## src/rtl/dircc_avalon_st_terminal_pkg.sv

```systemverilog
// Shared types and constants for the DiRCC Avalon-ST terminal.
//   state_t       : framing FSM state (IDLE, IN_PACKET)
//   ERR_*         : 4-bit error codes reported in the status register
//   CSR_*         : CSR word addresses and control bit positions
package dircc_avalon_st_terminal_pkg;

  typedef enum logic {
    IDLE      = 1'b0,
    IN_PACKET = 1'b1
  } state_t;

  localparam logic [3:0] ERR_NONE   = 4'd0;
  localparam logic [3:0] ERR_NO_SOP = 4'd1;  // data beat outside a packet
  localparam logic [3:0] ERR_NO_EOP = 4'd2;  // sop arrived before previous eop
  localparam logic [3:0] ERR_EMPTY  = 4'd3;  // non-zero empty on a non-eop beat

  localparam logic [1:0] CSR_STATUS     = 2'd0;
  localparam logic [1:0] CSR_PKT_COUNT  = 2'd1;
  localparam logic [1:0] CSR_BEAT_COUNT = 2'd2;
  localparam logic [1:0] CSR_CHECKSUM   = 2'd3;

  localparam int CSR_CLR_ERR_BIT = 0;
  localparam int CSR_CLR_CNT_BIT = 1;

endpackage

```

## src/rtl/dircc_avalon_st_terminal_csr.sv

```systemverilog
// Avalon-MM CSR slave for the terminal: decodes clear writes and returns
// registered read data one cycle after csr_read.
// Ports:
//   clk, reset_n          : clock, synchronous active-low reset
//   csr_address/read/write/writedata : Avalon-MM slave request
//   csr_readdata          : registered read data, holds between reads
//   error, error_code, in_packet, packet_count, beat_count, last_checksum :
//                           live status sources from the framing logic
//   clr_err, clr_cnt      : single-cycle clear strobes back to the framing logic
module dircc_avalon_st_terminal_csr
  import dircc_avalon_st_terminal_pkg::*;
(
  input  logic        clk,
  input  logic        reset_n,
  input  logic [1:0]  csr_address,
  input  logic        csr_read,
  input  logic        csr_write,
  input  logic [31:0] csr_writedata,
  output logic [31:0] csr_readdata,
  input  logic        error,
  input  logic [3:0]  error_code,
  input  logic        in_packet,
  input  logic [31:0] packet_count,
  input  logic [31:0] beat_count,
  input  logic [31:0] last_checksum,
  output logic        clr_err,
  output logic        clr_cnt
);

  logic [31:0] read_mux;
  logic        status_write;
  logic        unused_writedata;

  // Only the status word is writable; writes elsewhere are dropped.
  assign status_write     = csr_write && (csr_address == CSR_STATUS);
  assign clr_err          = status_write && csr_writedata[CSR_CLR_ERR_BIT];
  assign clr_cnt          = status_write && csr_writedata[CSR_CLR_CNT_BIT];
  assign unused_writedata = ^csr_writedata[31:2];

  always_comb begin
    read_mux = '0;
    case (csr_address)
      CSR_STATUS:     read_mux = {24'b0, error_code, 2'b0, in_packet, error};
      CSR_PKT_COUNT:  read_mux = packet_count;
      CSR_BEAT_COUNT: read_mux = beat_count;
      CSR_CHECKSUM:   read_mux = last_checksum;
      default:        read_mux = '0;
    endcase
  end

  always_ff @(posedge clk) begin
    if (!reset_n) begin
      csr_readdata <= '0;
    end else if (csr_read) begin
      csr_readdata <= read_mux;
    end
  end

endmodule

```

## src/rtl/dircc_avalon_st_terminal.sv

```systemverilog
// DiRCC Avalon-ST packet terminal: sinks every beat, checks sop/eop framing,
// keeps packet/beat counters and the XOR checksum of the last packet, and
// flags framing errors through a sticky error bit and a CSR status word.
// Ports:
//   clk, reset_n     : clock, synchronous active-low reset
//   s1_*             : Avalon-ST sink (valid/ready/data/sop/eop/empty)
//   error            : sticky framing-error flag
//   csr_*            : Avalon-MM CSR slave (see dircc_avalon_st_terminal_csr)
//
// Handshake: a beat transfers on a rising edge where s1_valid && s1_ready.
// s1_ready is low while in reset and for the first edge after release, then
// stays high; there is no backpressure.
module dircc_avalon_st_terminal
  import dircc_avalon_st_terminal_pkg::*;
#(
  parameter int DATA_WIDTH  = 32,
  parameter int EMPTY_WIDTH = 2
) (
  input  logic                   clk,
  input  logic                   reset_n,
  input  logic                   s1_valid,
  output logic                   s1_ready,
  input  logic [DATA_WIDTH-1:0]  s1_data,
  input  logic                   s1_startofpacket,
  input  logic                   s1_endofpacket,
  input  logic [EMPTY_WIDTH-1:0] s1_empty,
  output logic                   error,
  input  logic [1:0]             csr_address,
  input  logic                   csr_read,
  output logic [31:0]            csr_readdata,
  input  logic                   csr_write,
  input  logic [31:0]            csr_writedata
);

  state_t                state, state_nxt;
  logic                  ready_q;
  logic [DATA_WIDTH-1:0] running_q, running_nxt;
  logic [DATA_WIDTH-1:0] last_q, last_nxt;
  logic [31:0]           packet_count_q, beat_count_q;
  logic                  error_q;
  logic [3:0]            error_code_q;
  logic                  accept;
  logic                  beat_inc, pkt_inc;
  logic [3:0]            frame_code, new_code;
  logic                  clr_err, clr_cnt;
  logic [31:0]           checksum_csr;

  assign s1_ready = ready_q;
  assign error    = error_q;
  assign accept   = s1_valid && ready_q;

  // Framing FSM: next state, checksum update and counter increments.
  always_comb begin
    state_nxt   = state;
    running_nxt = running_q;
    last_nxt    = last_q;
    beat_inc    = 1'b0;
    pkt_inc     = 1'b0;
    frame_code  = ERR_NONE;
    if (accept) begin
      case (state)
        IDLE: begin
          if (s1_startofpacket) begin
            beat_inc = 1'b1;
            if (s1_endofpacket) begin
              last_nxt = s1_data;
              pkt_inc  = 1'b1;
            end else begin
              running_nxt = s1_data;
              state_nxt   = IN_PACKET;
            end
          end else begin
            frame_code = ERR_NO_SOP;
          end
        end
        IN_PACKET: begin
          beat_inc = 1'b1;
          if (s1_startofpacket) begin
            // Abandon the open packet; this beat starts a fresh one.
            frame_code = ERR_NO_EOP;
            if (s1_endofpacket) begin
              last_nxt  = s1_data;
              pkt_inc   = 1'b1;
              state_nxt = IDLE;
            end else begin
              running_nxt = s1_data;
            end
          end else if (s1_endofpacket) begin
            last_nxt  = running_q ^ s1_data;
            pkt_inc   = 1'b1;
            state_nxt = IDLE;
          end else begin
            running_nxt = running_q ^ s1_data;
          end
        end
        default: state_nxt = IDLE;
      endcase
    end
  end

  // A beat can violate framing and empty rules at once; the framing code is
  // reported in that case.
  always_comb begin
    new_code = frame_code;
    if (frame_code == ERR_NONE && accept && !s1_endofpacket &&
        (s1_empty != '0)) begin
      new_code = ERR_EMPTY;
    end
  end

  always_ff @(posedge clk) begin
    if (!reset_n) begin
      state          <= IDLE;
      ready_q        <= 1'b0;
      running_q      <= '0;
      last_q         <= '0;
      packet_count_q <= '0;
      beat_count_q   <= '0;
      error_q        <= 1'b0;
      error_code_q   <= ERR_NONE;
    end else begin
      state     <= state_nxt;
      ready_q   <= 1'b1;
      running_q <= running_nxt;
      last_q    <= last_nxt;

      // A clear coinciding with a beat leaves just that beat's contribution.
      if (clr_cnt) begin
        packet_count_q <= {31'b0, pkt_inc};
        beat_count_q   <= {31'b0, beat_inc};
      end else begin
        packet_count_q <= packet_count_q + {31'b0, pkt_inc};
        beat_count_q   <= beat_count_q + {31'b0, beat_inc};
      end

      // New error beats a simultaneous clear; the code only latches when no
      // earlier error is still held.
      if (new_code != ERR_NONE) begin
        error_q <= 1'b1;
        if (!error_q || clr_err) begin
          error_code_q <= new_code;
        end
      end else if (clr_err) begin
        error_q      <= 1'b0;
        error_code_q <= ERR_NONE;
      end
    end
  end

  generate
    if (DATA_WIDTH >= 32) begin : g_cs_trunc
      assign checksum_csr = last_q[31:0];
    end else begin : g_cs_ext
      assign checksum_csr = {{(32 - DATA_WIDTH){1'b0}}, last_q};
    end
  endgenerate

  dircc_avalon_st_terminal_csr u_csr (
    .clk           (clk),
    .reset_n       (reset_n),
    .csr_address   (csr_address),
    .csr_read      (csr_read),
    .csr_write     (csr_write),
    .csr_writedata (csr_writedata),
    .csr_readdata  (csr_readdata),
    .error         (error_q),
    .error_code    (error_code_q),
    .in_packet     (state == IN_PACKET),
    .packet_count  (packet_count_q),
    .beat_count    (beat_count_q),
    .last_checksum (checksum_csr),
    .clr_err       (clr_err),
    .clr_cnt       (clr_cnt)
  );

endmodule

```

## config.mk

```make
export PLATFORM = sky130hd
export DESIGN_NAME = dircc_avalon_st_terminal
export DESIGN_NICKNAME = d
export VERILOG_FILES = /design/src/rtl/dircc_avalon_st_terminal_pkg.sv /design/src/rtl/dircc_avalon_st_terminal_csr.sv /design/src/rtl/dircc_avalon_st_terminal.sv
export SDC_FILE = /design/constraint.sdc
export NUM_CORES = 1
export LEC_CHECK = 0
export CORE_UTILIZATION = 50
export DETAILED_ROUTE_END_ITERATION = 6
export GPL_TIMING_DRIVEN = 0
export PLACE_DENSITY = 0.81
export SLEW_MARGIN = 20
export SYNTH_ARGS = -nofsm -noshare
export SYNTH_HDL_FRONTEND = slang
export SYNTH_SLANG_ARGS = --single-unit
```

## constraint.sdc

```tcl
create_clock -name clk -period 2.3 [get_ports clk]
set_input_delay 0.23 -clock clk [delete_from_list [all_inputs] [get_ports clk]]
set_output_delay 0.23 -clock clk [all_outputs]
set_load 0.02 [all_outputs]
```

==> metrics <==
CTS buffer count 17; Initial Util between 50% and 60%; Hold Path Class in -> reg; Area contributors post-synth dfxtp_1 (39%), o21ai_0 (6.3%), a22oi_1 (5.4%); FMAX 451 MHz; drt wl/cell 17.1 microns; CP Class reg -> reg; final setup vio count 0; I/O pin cnt 109; vias in the first global route 7088; CP Max Fanout 10; Worst-Skew Late Latency 430 ps; H-tree Lvls 4; post-placement setup slack -861 ps; crit path launch type flip-flop; syn avg cell area 8.43 sq um; std cell rows 46; Synth top area share between 30% and 40%; Min-Delay Path Depth 3; post-route ant nets 0; worst path bufs/invs 3; most common cell after layout, fill and taps aside dfxtp_1; syn_nets 1074; Slew headroom 54.3%; Cells after DPL roughly 1300; DP HPWL 15600 microns; DR iter-0 viols 653; post-route setup slack about 84 ps; Final Hold Viols 0; initial antenna violation count 0; first-pass GRT wire length 35500 microns; clk buf depth 2; CTS clk-pin slew, worst paths around 70 ps; Register Area between 0.003 and 0.004 sq mm; Layout Skew 8.04 ps; Worst Setup End Kind flip-flop; slowest CP cell clkbuf_1; RSZ-0062 raised after global routing false; r2r worst-path depth 8; hold_buf cts 0; Area growth syn-to-layout 22.6%; Req. time, crit path 2610 ps; core area 0.0161 sq mm; Tot GR Track Use approximately a quarter; Max IR drop VDD 540 uV; HP Start csr_read; worst r2r src state; die area roughly 0.017 sq mm; async set-reset flop share out of synthesis 0%; max-capacitance violation count 0; First-pass DRT Iterations 5; leakage 3.80 nW; Yosys reg bits 165; crit-path max cell delay 420 ps; CP most frequent cell nor2b_1; share of layout cells above drive strength 1 10.6%; Data arrival, critical path 2530 ps; area of the multi-input gates 0.00490 sq mm; fin crit period 2220 ps; Ys Warns 0; outcome finished clean; CTS tree built; die height 131 microns; Post-Syn Area 0.00838 sq mm; Top FF cell, synth dfxtp_1; Reg2Reg Setup Slack roughly 84 ps; pin count of the biggest net entering global routing 17; final RePlAce weighted congestion around 0.9; Via Count 7724; Antenna Cells 0; Layout Cells excl Fill around 1300; vias per inst between 5 and 6; synthesized instance count just under 1000; Seq/Total Area, Yosys 39.4%; Die Span X between 100 and 150 microns; Slew Limit Fails 0; setup TNS 0 ps; critical-path cell list buf_6, o211a_4, buf_4, nor2b_1, clkbuf_1, o21ai_0, a22oi_1, nor2b_1; Post-Route WL 22600 microns; synth unique cells 44; GRT overflow 0; number of synthesized flops with an enable pin 0; Reg-to-Reg End running_q[29]; Period Utilization, post-route 96.3%; commonest non-fill, non-tap cells in the layout dfxtp_1 (165), nand2_1 (115), o21ai_0 (105); final net count 1178; Worst path top cell family by delay buffers and inverters; IO Port Bufs 75; Hold Crit Endpoint u_csr.csr_readdata[0]; fill count 1349; Slew @ Worst Pin about 700 ps; # clock sinks 165; PD cells roughly 640 mW/mm^2; DRC Markers 0; post-synth top area cell dfxtp_1; CTS Root Cell clkbuf_16
==> repair_timing <==
action | 4_1_cts | 5_1_grt
buffers inserted | 6 | 4
endpoints found under the setup margin | 42 | 59
resized for setup | 19 | 29
pin swaps | 4 | 3
==> sequential cells by signal, indices dropped and copies added (netlist names) <==
name,flops
checksum_csr,32
error,1
packet_count_q,32
u_csr.csr_readdata,32
state,1
error_code_q,2
s1_ready,1
running_q,32
beat_count_q,32
==> layout make-up <==
| cell class | count | area share (%) |
|---|---|---|
| multi-input cells | 744 | 47.7 |
| flip-flops and latches | 165 | 32.1 |
| repair buffers | 85 | 8.04 |
| clock buffers | 20 | 4.35 |
| plain buffers | 73 | 3.20 |
| well taps | 216 | 2.63 |
| clock inverters | 11 | 1.53 |
| inverters | 12 | 0.438 |
==> Yosys cell counts (2+ instances only) <==
library cell  number
clkbuf_1          59
nor3b_1           32
ha_1               5
and3_1             5
mux4_2             4
xnor2_1           28
nand2b_1           3
buf_2              5
mux2i_1            6
o21a_1            32
xor2_1            24
nor2b_1           40
nor3_1            11
a21oi_1           11
o21ai_0          105
nand4_1           15
inv_1             12
nand3_1           25
dfxtp_1          165
buf_1              6
o2bb2ai_1          2
a22oi_1           60
nor2_1            95
mux2_2            28
nor4_4             2
or3_1              9
o211a_1           30
nor4_1             6
and4_1             4
nor4_2             3
a21boi_0          34
nand2_1          116
==> report_power, final <==
part           internal, mW  total (mW)  switching, mW
sequential             2.93        2.99         0.0574
combinational         0.274       0.602          0.328
clock                  1.83        2.96           1.13
total                  5.03        6.55           1.52
==> kinds of logic after synthesis <==
logic type,count (synthesis),share of synthesized area (%)
and+or+nand+nor,372,22.4
adders and majority gates,6,0.866
muxes,38,5.55
buffers and inverters,85,4.12
xor gates and xnor gates,52,5.43
DFF,165,39.4
AOI/OAI and AO/OA,276,22.2
==> metal layers <==
layer / share of wire [%] / global-route usage (%) / wire length, microns / vias up
met5: 0 / 0 / 0 / -
met4: 2.7 / 10.0 / 607 / 0
met3: 6.3 / 4.98 / 1420 / 52
met2: 47 / 41.8 / 10600 / 284
met1: 44 / 33.6 / 9970 / 3655
li1: - / - / - / 3733
==> per-stage QoR <==
step / hold WS (ps) / cell area (sq um) / total power, mW / util (%)
floorplan: 258 / 8380 / 3.37 / -
global placement: 453 / 9400 / 3.62 / 58.4
detailed placement: 462 / 9400 / 3.63 / 58.4
CTS: 353 / 10100 / 6.55 / 62.9
global route: 403 / 10300 / 6.75 / 63.8
finish: 369 / 10300 / 6.55 / 63.8
==> worst max-delay path by stage <==
stage / start / endpoint / slack (ps) / cells after the start
floorplan: s1_ready / beat_count_q[26] / 50 / 8
global placement: s1_startofpacket / packet_count_q[16] / -830 / 11
detailed placement: s1_startofpacket / packet_count_q[16] / -860 / 11
CTS: state / beat_count_q[28] / 20 / 10
global route: s1_startofpacket / checksum_csr[14] / 2 / 8
finish: state / running_q[29] / 80 / 8
==> worst reg2reg max path: cells and delay by family (launching register included) <==
family	cells	cell delay, ps
buf+inv	3	690
compound gates	3	640
flops	1	320
simple gates	2	470
No activity file was read; power rests on OpenSTA's default activity.
